==> config.mk <==
export PLATFORM = sky130hd
export DESIGN_NAME = pipe_hazard_ctrl_flat
export DESIGN_NICKNAME = d
export VERILOG_FILES = /design/src/rtl/pipe_hazard_ctrl_pkg.sv /design/src/rtl/pipe_hazard_ctrl_if.sv /design/src/rtl/pipe_hazard_ctrl_fwd_unit.sv /design/src/rtl/pipe_hazard_ctrl.sv /design/src/flat_wrapper.sv
export SDC_FILE = /design/constraint.sdc
export NUM_CORES = 1
export LEC_CHECK = 0
export BUFFER_PORTS_ARGS = -buffer_cell sky130_fd_sc_hd__buf_4
export CAP_MARGIN = 20
export CORE_UTILIZATION = 40
export DETAILED_ROUTE_END_ITERATION = 8
export PLACE_DENSITY = 0.89
export SKIP_LAST_GASP = 1
export SLEW_MARGIN = 20
export SYNTH_ARGS = -nofsm -noshare
export SYNTH_HDL_FRONTEND = slang
export SYNTH_SLANG_ARGS = --single-unit
==> constraint.sdc <==
create_clock -name clk -period 2.33 [get_ports clk]
set_input_delay 0.233 -clock clk [delete_from_list [all_inputs] [get_ports clk]]
set_output_delay 0.233 -clock clk [all_outputs]
set_load 0.02 [all_outputs]
==> src/rtl/pipe_hazard_ctrl_pkg.sv <==
// Shared encodings for the pipeline hazard controller: PC source selects,
// forwarding selects and the interrupt FSM state type.
package pipe_ctrl_pkg;
  localparam logic [1:0] PCSEL_SEQ = 2'd0;
  localparam logic [1:0] PCSEL_BR  = 2'd1;
  localparam logic [1:0] PCSEL_JMP = 2'd2;
  localparam logic [1:0] PCSEL_IRQ = 2'd3;

  localparam logic [1:0] FWD_RF  = 2'd0;
  localparam logic [1:0] FWD_WB  = 2'd1;
  localparam logic [1:0] FWD_MEM = 2'd2;

  typedef enum logic [1:0] {RUN, WAIT, TAKE, MASKED} state_t;
endpackage

==> src/rtl/pipe_hazard_ctrl_if.sv <==
// Pipeline <-> hazard controller signal bundle.
// master: pipeline side, slave: hazard controller.
// HAZARD_PERF_CNT_EN adds the LuStallCnt / FlushCnt counter outputs.
interface pipe_hazard_ctrl_if #(
  parameter int REG_AW  = 5,
  parameter int PCSEL_W = 2
);
  logic              MemRead_ex;
  logic [REG_AW-1:0] RtAddr_ex;
  logic [REG_AW-1:0] RsAddr_ex;
  logic [REG_AW-1:0] RsAddr_id;
  logic [REG_AW-1:0] RtAddr_id;
  logic              BranchTaken_ex;
  logic              Jump_id;
  logic              Eret_id;
  logic              IRQ;
  logic              RegWrite_mem;
  logic [REG_AW-1:0] WrAddr_mem;
  logic              RegWrite_wb;
  logic [REG_AW-1:0] WrAddr_wb;
  logic              Stall_pc;
  logic              Stall_ifid;
  logic              Flush_ifid;
  logic              Bubble_idex;
  logic [PCSEL_W-1:0] PC_sel;
  logic              IRQ_take;
  logic [1:0]        ForwardA;
  logic [1:0]        ForwardB;
`ifdef HAZARD_PERF_CNT_EN
  logic [31:0]       LuStallCnt;
  logic [31:0]       FlushCnt;
`endif

  modport master (
    output MemRead_ex, RtAddr_ex, RsAddr_ex, RsAddr_id, RtAddr_id,
           BranchTaken_ex, Jump_id, Eret_id, IRQ,
           RegWrite_mem, WrAddr_mem, RegWrite_wb, WrAddr_wb,
`ifdef HAZARD_PERF_CNT_EN
    input  LuStallCnt, FlushCnt,
`endif
    input  Stall_pc, Stall_ifid, Flush_ifid, Bubble_idex, PC_sel, IRQ_take,
           ForwardA, ForwardB
  );

  modport slave (
    input  MemRead_ex, RtAddr_ex, RsAddr_ex, RsAddr_id, RtAddr_id,
           BranchTaken_ex, Jump_id, Eret_id, IRQ,
           RegWrite_mem, WrAddr_mem, RegWrite_wb, WrAddr_wb,
`ifdef HAZARD_PERF_CNT_EN
    output LuStallCnt, FlushCnt,
`endif
    output Stall_pc, Stall_ifid, Flush_ifid, Bubble_idex, PC_sel, IRQ_take,
           ForwardA, ForwardB
  );
endinterface

==> src/rtl/pipe_hazard_ctrl_fwd_unit.sv <==
// EX-stage forwarding compare for one source operand. MEM beats WB since it
// holds the younger result; register 0 is never forwarded.
module fwd_unit
  import pipe_ctrl_pkg::*;
#(
  parameter int REG_AW = 5
) (
  input  logic [REG_AW-1:0] src,
  input  logic              we_mem,
  input  logic [REG_AW-1:0] addr_mem,
  input  logic              we_wb,
  input  logic [REG_AW-1:0] addr_wb,
  output logic [1:0]        sel
);
  // priority select MEM > WB > regfile
  always_comb begin
    sel = FWD_RF;
    if (we_mem && addr_mem != '0 && addr_mem == src)   sel = FWD_MEM;
    else if (we_wb && addr_wb != '0 && addr_wb == src) sel = FWD_WB;
  end
endmodule

==> src/rtl/pipe_hazard_ctrl.sv <==
// Hazard and sequencing controller for the 5-stage pipeline: load-use stall,
// branch/jump flush, EX forwarding selects and the interrupt FSM.
// Optional perf counters under HAZARD_PERF_CNT_EN.
module pipe_hazard_ctrl
  import pipe_ctrl_pkg::*;
#(
  parameter int REG_AW  = 5,
  parameter int PCSEL_W = 2
) (
  input  logic            clk,
  input  logic            reset,
  pipe_hazard_ctrl_if.slave bus
);
  state_t             state;
  logic               lu, br;
  logic [1:0]         fwd_a, fwd_b;
  logic               stall, flush, bubble, take;
  logic [PCSEL_W-1:0] pc_sel;
  logic [1:0]         fa, fb;

  assign br = bus.BranchTaken_ex;
  assign lu = bus.MemRead_ex && (bus.RtAddr_ex != '0) &&
              (bus.RtAddr_ex == bus.RsAddr_id || bus.RtAddr_ex == bus.RtAddr_id);

  fwd_unit #(.REG_AW(REG_AW)) u_fwd_a (
    .src(bus.RsAddr_ex), .we_mem(bus.RegWrite_mem), .addr_mem(bus.WrAddr_mem),
    .we_wb(bus.RegWrite_wb), .addr_wb(bus.WrAddr_wb), .sel(fwd_a)
  );
  fwd_unit #(.REG_AW(REG_AW)) u_fwd_b (
    .src(bus.RtAddr_ex), .we_mem(bus.RegWrite_mem), .addr_mem(bus.WrAddr_mem),
    .we_wb(bus.RegWrite_wb), .addr_wb(bus.WrAddr_wb), .sel(fwd_b)
  );

  // interrupt FSM: wait out control hazards, vector once, mask until ERET
  always_ff @(posedge clk) begin
    if (!reset) state <= RUN;
    else begin
      case (state)
        RUN:    if (bus.IRQ) state <= (br || lu) ? WAIT : TAKE;
        WAIT:   if (!bus.IRQ) state <= RUN;
                else if (!br && !lu) state <= TAKE;
        TAKE:   state <= MASKED;
        MASKED: if (bus.Eret_id && !lu && !br) state <= RUN;
        default: state <= RUN;
      endcase
    end
  end

  // control outputs, priority reset > TAKE > branch > load-use > jump
  always_comb begin
    stall  = 1'b0;
    flush  = 1'b0;
    bubble = 1'b0;
    take   = 1'b0;
    pc_sel = PCSEL_W'(PCSEL_SEQ);
    fa     = FWD_RF;
    fb     = FWD_RF;
    if (!reset) begin
      flush  = 1'b1;
      bubble = 1'b1;
    end else begin
      fa = fwd_a;
      fb = fwd_b;
      if (state == TAKE) begin
        take   = 1'b1;
        flush  = 1'b1;
        bubble = 1'b1;
        pc_sel = PCSEL_W'(PCSEL_IRQ);
      end else if (br) begin
        // the stalled instruction is squashed, so no stall here
        flush  = 1'b1;
        bubble = 1'b1;
        pc_sel = PCSEL_W'(PCSEL_BR);
      end else if (lu) begin
        stall  = 1'b1;
        bubble = 1'b1;
      end else if (bus.Jump_id) begin
        flush  = 1'b1;
        pc_sel = PCSEL_W'(PCSEL_JMP);
      end
    end
  end

  assign bus.Stall_pc    = stall;
  assign bus.Stall_ifid  = stall;
  assign bus.Flush_ifid  = flush;
  assign bus.Bubble_idex = bubble;
  assign bus.PC_sel      = pc_sel;
  assign bus.IRQ_take    = take;
  assign bus.ForwardA    = fa;
  assign bus.ForwardB    = fb;

`ifdef HAZARD_PERF_CNT_EN
  logic [31:0] lu_cnt, flush_cnt;

  // free-running event counters, wrap naturally at 2^32
  always_ff @(posedge clk) begin
    if (!reset) begin
      lu_cnt    <= '0;
      flush_cnt <= '0;
    end else begin
      if (lu)    lu_cnt    <= lu_cnt + 32'd1;
      if (flush) flush_cnt <= flush_cnt + 32'd1;
    end
  end

  assign bus.LuStallCnt = lu_cnt;
  assign bus.FlushCnt   = flush_cnt;
`endif
endmodule

==> src/flat_wrapper.sv <==
// flat-port wrapper written by rule: the top's interface ports become plain ports
module pipe_hazard_ctrl_flat import pipe_ctrl_pkg::*;
#(
  parameter int REG_AW  = 5,
  parameter int PCSEL_W = 2
)
  (clk, reset, bus_MemRead_ex, bus_RtAddr_ex, bus_RsAddr_ex, bus_RsAddr_id, bus_RtAddr_id, bus_BranchTaken_ex, bus_Jump_id, bus_Eret_id, bus_IRQ, bus_RegWrite_mem, bus_WrAddr_mem, bus_RegWrite_wb, bus_WrAddr_wb, bus_Stall_pc, bus_Stall_ifid, bus_Flush_ifid, bus_Bubble_idex, bus_PC_sel, bus_IRQ_take, bus_ForwardA, bus_ForwardB);
  pipe_hazard_ctrl_if #(.REG_AW(REG_AW), .PCSEL_W(PCSEL_W)) bus_i ();
  input  logic clk;
  input  logic reset;
  input wire logic [$bits(bus_i.MemRead_ex)-1:0] bus_MemRead_ex;
  input wire logic [$bits(bus_i.RtAddr_ex)-1:0] bus_RtAddr_ex;
  input wire logic [$bits(bus_i.RsAddr_ex)-1:0] bus_RsAddr_ex;
  input wire logic [$bits(bus_i.RsAddr_id)-1:0] bus_RsAddr_id;
  input wire logic [$bits(bus_i.RtAddr_id)-1:0] bus_RtAddr_id;
  input wire logic [$bits(bus_i.BranchTaken_ex)-1:0] bus_BranchTaken_ex;
  input wire logic [$bits(bus_i.Jump_id)-1:0] bus_Jump_id;
  input wire logic [$bits(bus_i.Eret_id)-1:0] bus_Eret_id;
  input wire logic [$bits(bus_i.IRQ)-1:0] bus_IRQ;
  input wire logic [$bits(bus_i.RegWrite_mem)-1:0] bus_RegWrite_mem;
  input wire logic [$bits(bus_i.WrAddr_mem)-1:0] bus_WrAddr_mem;
  input wire logic [$bits(bus_i.RegWrite_wb)-1:0] bus_RegWrite_wb;
  input wire logic [$bits(bus_i.WrAddr_wb)-1:0] bus_WrAddr_wb;
  output wire logic [$bits(bus_i.Stall_pc)-1:0] bus_Stall_pc;
  output wire logic [$bits(bus_i.Stall_ifid)-1:0] bus_Stall_ifid;
  output wire logic [$bits(bus_i.Flush_ifid)-1:0] bus_Flush_ifid;
  output wire logic [$bits(bus_i.Bubble_idex)-1:0] bus_Bubble_idex;
  output wire logic [$bits(bus_i.PC_sel)-1:0] bus_PC_sel;
  output wire logic [$bits(bus_i.IRQ_take)-1:0] bus_IRQ_take;
  output wire logic [$bits(bus_i.ForwardA)-1:0] bus_ForwardA;
  output wire logic [$bits(bus_i.ForwardB)-1:0] bus_ForwardB;
  assign bus_i.MemRead_ex = bus_MemRead_ex;
  assign bus_i.RtAddr_ex = bus_RtAddr_ex;
  assign bus_i.RsAddr_ex = bus_RsAddr_ex;
  assign bus_i.RsAddr_id = bus_RsAddr_id;
  assign bus_i.RtAddr_id = bus_RtAddr_id;
  assign bus_i.BranchTaken_ex = bus_BranchTaken_ex;
  assign bus_i.Jump_id = bus_Jump_id;
  assign bus_i.Eret_id = bus_Eret_id;
  assign bus_i.IRQ = bus_IRQ;
  assign bus_i.RegWrite_mem = bus_RegWrite_mem;
  assign bus_i.WrAddr_mem = bus_WrAddr_mem;
  assign bus_i.RegWrite_wb = bus_RegWrite_wb;
  assign bus_i.WrAddr_wb = bus_WrAddr_wb;
  assign bus_Stall_pc = bus_i.Stall_pc;
  assign bus_Stall_ifid = bus_i.Stall_ifid;
  assign bus_Flush_ifid = bus_i.Flush_ifid;
  assign bus_Bubble_idex = bus_i.Bubble_idex;
  assign bus_PC_sel = bus_i.PC_sel;
  assign bus_IRQ_take = bus_i.IRQ_take;
  assign bus_ForwardA = bus_i.ForwardA;
  assign bus_ForwardB = bus_i.ForwardB;
  pipe_hazard_ctrl #(.REG_AW(REG_AW), .PCSEL_W(PCSEL_W)) u_core (.clk(clk), .reset(reset), .bus(bus_i));
endmodule
---- After elaboration in Yosys (flattened, before gate mapping) ----
Cells that the tools add are included.
operators by class
  equality and inequality tests ........... 12
  mux-type cells .......................... 31
  reduce and logical (&&, ||, !) cells .... 20
operators with widths
  kind                                                                      count
  5-bit equality test                                                       6
  2-bit 2-to-1 mux                                                          14
  1-bit 2-to-1 mux                                                          16
  5-bit nonzero test                                                        3
  1-bit logical AND                                                         11
  2-bit one-hot mux with 4 select lines                                     1
  2-bit equality test (second input constant)                               2
  3-bit by 2-bit inequality test with 1-bit output (second input constant)  1
  3-bit AND reduction                                                       1
  2-bit by 1-bit equality test with 1-bit output (second input constant)    1
  1-bit logical NOT                                                         2
  2-bit logical NOT                                                         1
  1-bit logical OR                                                          2
  2-bit by 1-bit inequality test with 1-bit output (second input constant)  1
  2-bit inequality test (second input constant)                             1
word-level totals
  bits in registers ....................... 2
  input port bits ......................... 39
  output and inout bits ................... 11
  logic and storage cells ................. 64

---- Depth between registers and ports, before layout ----
  depth in word-level cells ............... 8
  mapped depth ............................ 7
  mapped depth without buffers ............ 5

---- Cells and area by module ----
Synthesis repeated with hierarchy kept, for this count alone.
second synthesis, totals
  cells, all modules ...................... 87
  area, all modules ....................... 624.3 sq um
modules (own cells, without submodules)
  module            instances  cells each  area each (sq um)  sequential area each (sq um)
  pipe_hazard_ctrl  1          47          321.6              40.0
  fwd_unit          2          20          151.4              0.0

---- Worst setup path after synthesis ----
No wires, ideal clock.
  path type ............................... input to output
  start ................................... in bus_WrAddr_mem[0]
  end ..................................... out bus_ForwardA[0]
  data arrival time ....................... 1750 ps
  data required time ...................... 2097 ps
  path slack .............................. 347 ps
  cell stages on the path ................. 4
  buffers on the path ..................... 0
  cell sequence ........................... or4_1 -> o21ai_0 -> nor4_1 -> nor4_1
on the way
  cells in the longest elaborated chain, start to end .. 5
  elaborated cells between the ends (all ways) .. 6
  classes of those cells .................. eq/ne: 1; mux: 2; reduce/logical: 3
ends and longest elaborated chain
  item                 line                             text
  start, declared      flat_wrapper.sv:21               input wire logic [$bits(bus_i.WrAddr_mem)-1:0] bus_WrAddr_mem;
  5-bit nonzero test   pipe_hazard_ctrl_fwd_unit.sv:18  if (we_mem && addr_mem != '0 && addr_mem == src) sel = FWD_MEM;
  1-bit logical AND    pipe_hazard_ctrl_fwd_unit.sv:18
  1-bit logical AND *  pipe_hazard_ctrl_fwd_unit.sv:18
  2-bit 2-to-1 mux *   pipe_hazard_ctrl_fwd_unit.sv:18
  2-bit 2-to-1 mux *   pipe_hazard_ctrl.sv:58           if (!reset) begin
  end, declared        flat_wrapper.sv:30               output wire logic [$bits(bus_i.ForwardA)-1:0] bus_ForwardA;
Mark *: on every way between the ends. The rest lies on a longest branch, timed or not.

---- Final worst setup path ----
Ends and elaborated chain as after synthesis.

==> impl_metrics.json <==
{
  "holdPathStages": 3,
  "met3_wirelength_um": 170,
  "top_regs": "u_core.state (2)",
  "cp.required_ns": 2.10,
  "cp_max_fo": 3,
  "cts_buffers": 3,
  "syn_area_um2": 586,
  "overflow": 0,
  "n_fill_cell": 124,
  "postCtsHoldBufs": 0,
  "dieArea_mm2": 0.00162,
  "grt_pass1_vias": 691,
  "regArea_um2": 40.0,
  "syn_inst": 81,
  "slew_headroom_pct": 72.1,
  "finalCriticalPeriod_ns": 1.94,
  "cpLargestDelayFamily": "simple AND/OR/NAND/NOR gates",
  "max_stage_delay_ns": 0.51,
  "die_h_um": 40.3,
  "r2r_cells": 2,
  "dp.final_hpwl_um": 1620,
  "crit_buf_inv": 2,
  "start_util_pct": 43.9,
  "route.met2.wl_um": 950,
  "diodes": 0,
  "yosysUniqueCellTypes": 25,
  "cts.clk_slew.worst_paths_ns": 0.03,
  "nNetsFinal": 168,
  "highest_layer": "met4",
  "period_share_pct": 83.3,
  "cts.sinks": 2,
  "clk_root_buffer_cell": "clkbuf_4",
  "irDropWorstVdd_v": 0.000249,
  "worst_pin_slew_ns": 0.418,
  "end_kind": "output port",
  "cp.arrival_ns": 1.71,
  "detail_route.vias_per_cell": 5.42,
  "clockBufferDepth": 2,
  "whs_ns": 0.284,
  "synth.avg_cell_area_um2": 7.23,
  "wirelength_um": 1880,
  "ant_nets": 0,
  "cap_violations": 0,
  "grt_max_degree": 10,
  "vias": 770,
  "yosysWarnings": 0,
  "status": "complete, no violations",
  "rows": 13,
  "finalHoldViolations": 0,
  "synthToLayoutAreaGrowth_pct": 63.9,
  "die_w_um": 40.3,
  "setup_viol": 0,
  "crit_path_start_kind": "primary input",
  "grt_pass1_wl_um": 2680,
  "ys_seq_elements": 2,
  "max_freq_mhz": 516,
  "p_leak_nw": 0.434,
  "syn_nets": 120,
  "regMostFlops": "u_core.state",
  "maxSlewViolCount": 0,
  "multi_input_area_um2": 503,
  "cp_cell_sequence": "buf_4 -> or4_1 -> o21ai_0 -> nor4_1 -> nor4_1 -> buf_4",
  "fin_skew_ns": 0.00611,
  "cts_resized": 0,
  "drive_gt1_share_pct": 40.9,
  "place.gp.congestion": 0.630,
  "rsz0062_at_grt": "no",
  "worstSkewPairLatency_ns": 0.22,
  "core-area_mm2": 0.00133,
  "hold_path.class": "in -> reg",
  "grt_antenna_before_repair": 0,
  "ys_seq_area_share_pct": 6.84,
  "drt-met1-wl_um": 721,
  "post_cts_buffers": 0,
  "boundaryPins": 50,
  "grt_use_total_pct": 24.3,
  "portBuffers": 49,
  "first_pass_iters": 3,
  "post_drt_wl_per_cell_um": 13.3,
  "cts_tree": "built",
  "power_uw": 277,
  "largest_reg_flops": 2,
  "drc": 0,
  "h-tree-depth": 1,
  "drtIter0Drc": 8,
  "setup_tns_ns": 0,
  "timing.setup.critical_path_class": "in -> out",
  "slowest_stage": "or4_1",
  "path_depth": 6,
  "pwr_density_cell_mw_per_mm2": 289
}
-- power breakdown --
group / internal (mW) / leakage [nW] / switching [mW]
Sequential: 0.0372 / 0.0165 / 0.00282
Clock: 0.0568 / 0.0138 / 0.0192
Combinational: 0.0899 / 0.404 / 0.0715
Total: 0.184 / 0.434 / 0.0935
-- metrics by stage --
step                      cell area, µm²  std cells  setup WS (ns)  utilization (%)
after floorplan                      586         81          0.347                -
after global routing                 960        142          0.270             72.0
after global placement               937        139          0.456             70.3
after CTS                            960        142          0.390             72.0
after detailed placement             937        139          0.390             70.3
final                                960        142          0.390             72.0
-- layout make-up --
| cell class | count | area share, % |
|---|---|---|
| repair buffers | 49 | 38.3 |
| clock buffers | 3 | 2.35 |
| inverters | 2 | 0.782 |
| flip-flops and latches | 2 | 4.17 |
| well taps | 15 | 1.96 |
| multi-input cells | 71 | 52.4 |
-- worst paths after layout --
kind | startpoint | to | slack [ns]
hold reg to reg | u_core.state[1] | u_core.state[1] | 0.56
setup reg to reg | u_core.state[1] | u_core.state[1] | 1.40
hold / removal | bus_IRQ | u_core.state[0] | 0.28
setup / recovery | bus_WrAddr_mem[0] | bus_ForwardA[0] | 0.39
-- placed cells by master (no fill, tap or decap), drive strengths merged --
master and n:
o21a 2, nor4 4, o22ai 1, a221oi 1, or4 5, xor2 14, a21oi 1, o21ai 3
nand2 5, dfxtp 2, inv 2, buf 49, o211ai 1, nor2 4, a2111o 1, xnor2 16
nand2b 1, and2 3, a21o 1, clkbuf 3, a31oi 1, nor2b 1, nand3 6
-- cells by family (layout without fill, tap and decap cells) --
kind of cell,after synthesis,in the layout,synth area share (%)
DFF,2,2,6.84
and+or+nand+nor,29,29,26.9
buffers and inverters,8,54,7.26
AOI/OAI and AO/OA,12,12,14.1
xor gates and xnor gates,30,30,44.9
-- per-layer routing --
| metal | up-vias | global-route usage (%) |
|---|---|---|
| met3 | 4 | 5.00 |
| li1 | 375 | - |
| met1 | 355 | 24.3 |
| met4 | 0 | 7.50 |
| met5 | - | 0 |
| met2 | 36 | 48.8 |
-- tightest hold or removal path: stages --
cell and delay [ns]:
buf_4 0.09, o21ai_0 0.07, nor2_1 0.08
-- Yosys cell counts (all sizes together) --
cell	n	area, µm²
a221oi	1	8.76
and2	3	18.8
a21oi	1	5.00
a31oi	1	6.26
xor2	14	123
clkbuf	3	11.3
nand2b	1	6.26
a2111o	1	11.3
o21ai	3	15.0
o211ai	1	7.51
nand3	6	30.0
or4	5	37.5
nor2	4	15.0
o21a	2	15.0
nand2	5	18.8
nor4	4	25.0
a21o	1	7.51
o22ai	1	6.26
dfxtp	2	40.0
xnor2	16	140
buf	3	23.8
nor2b	1	6.26
inv	2	7.51
No activity file was read; power rests on OpenSTA's default activity.
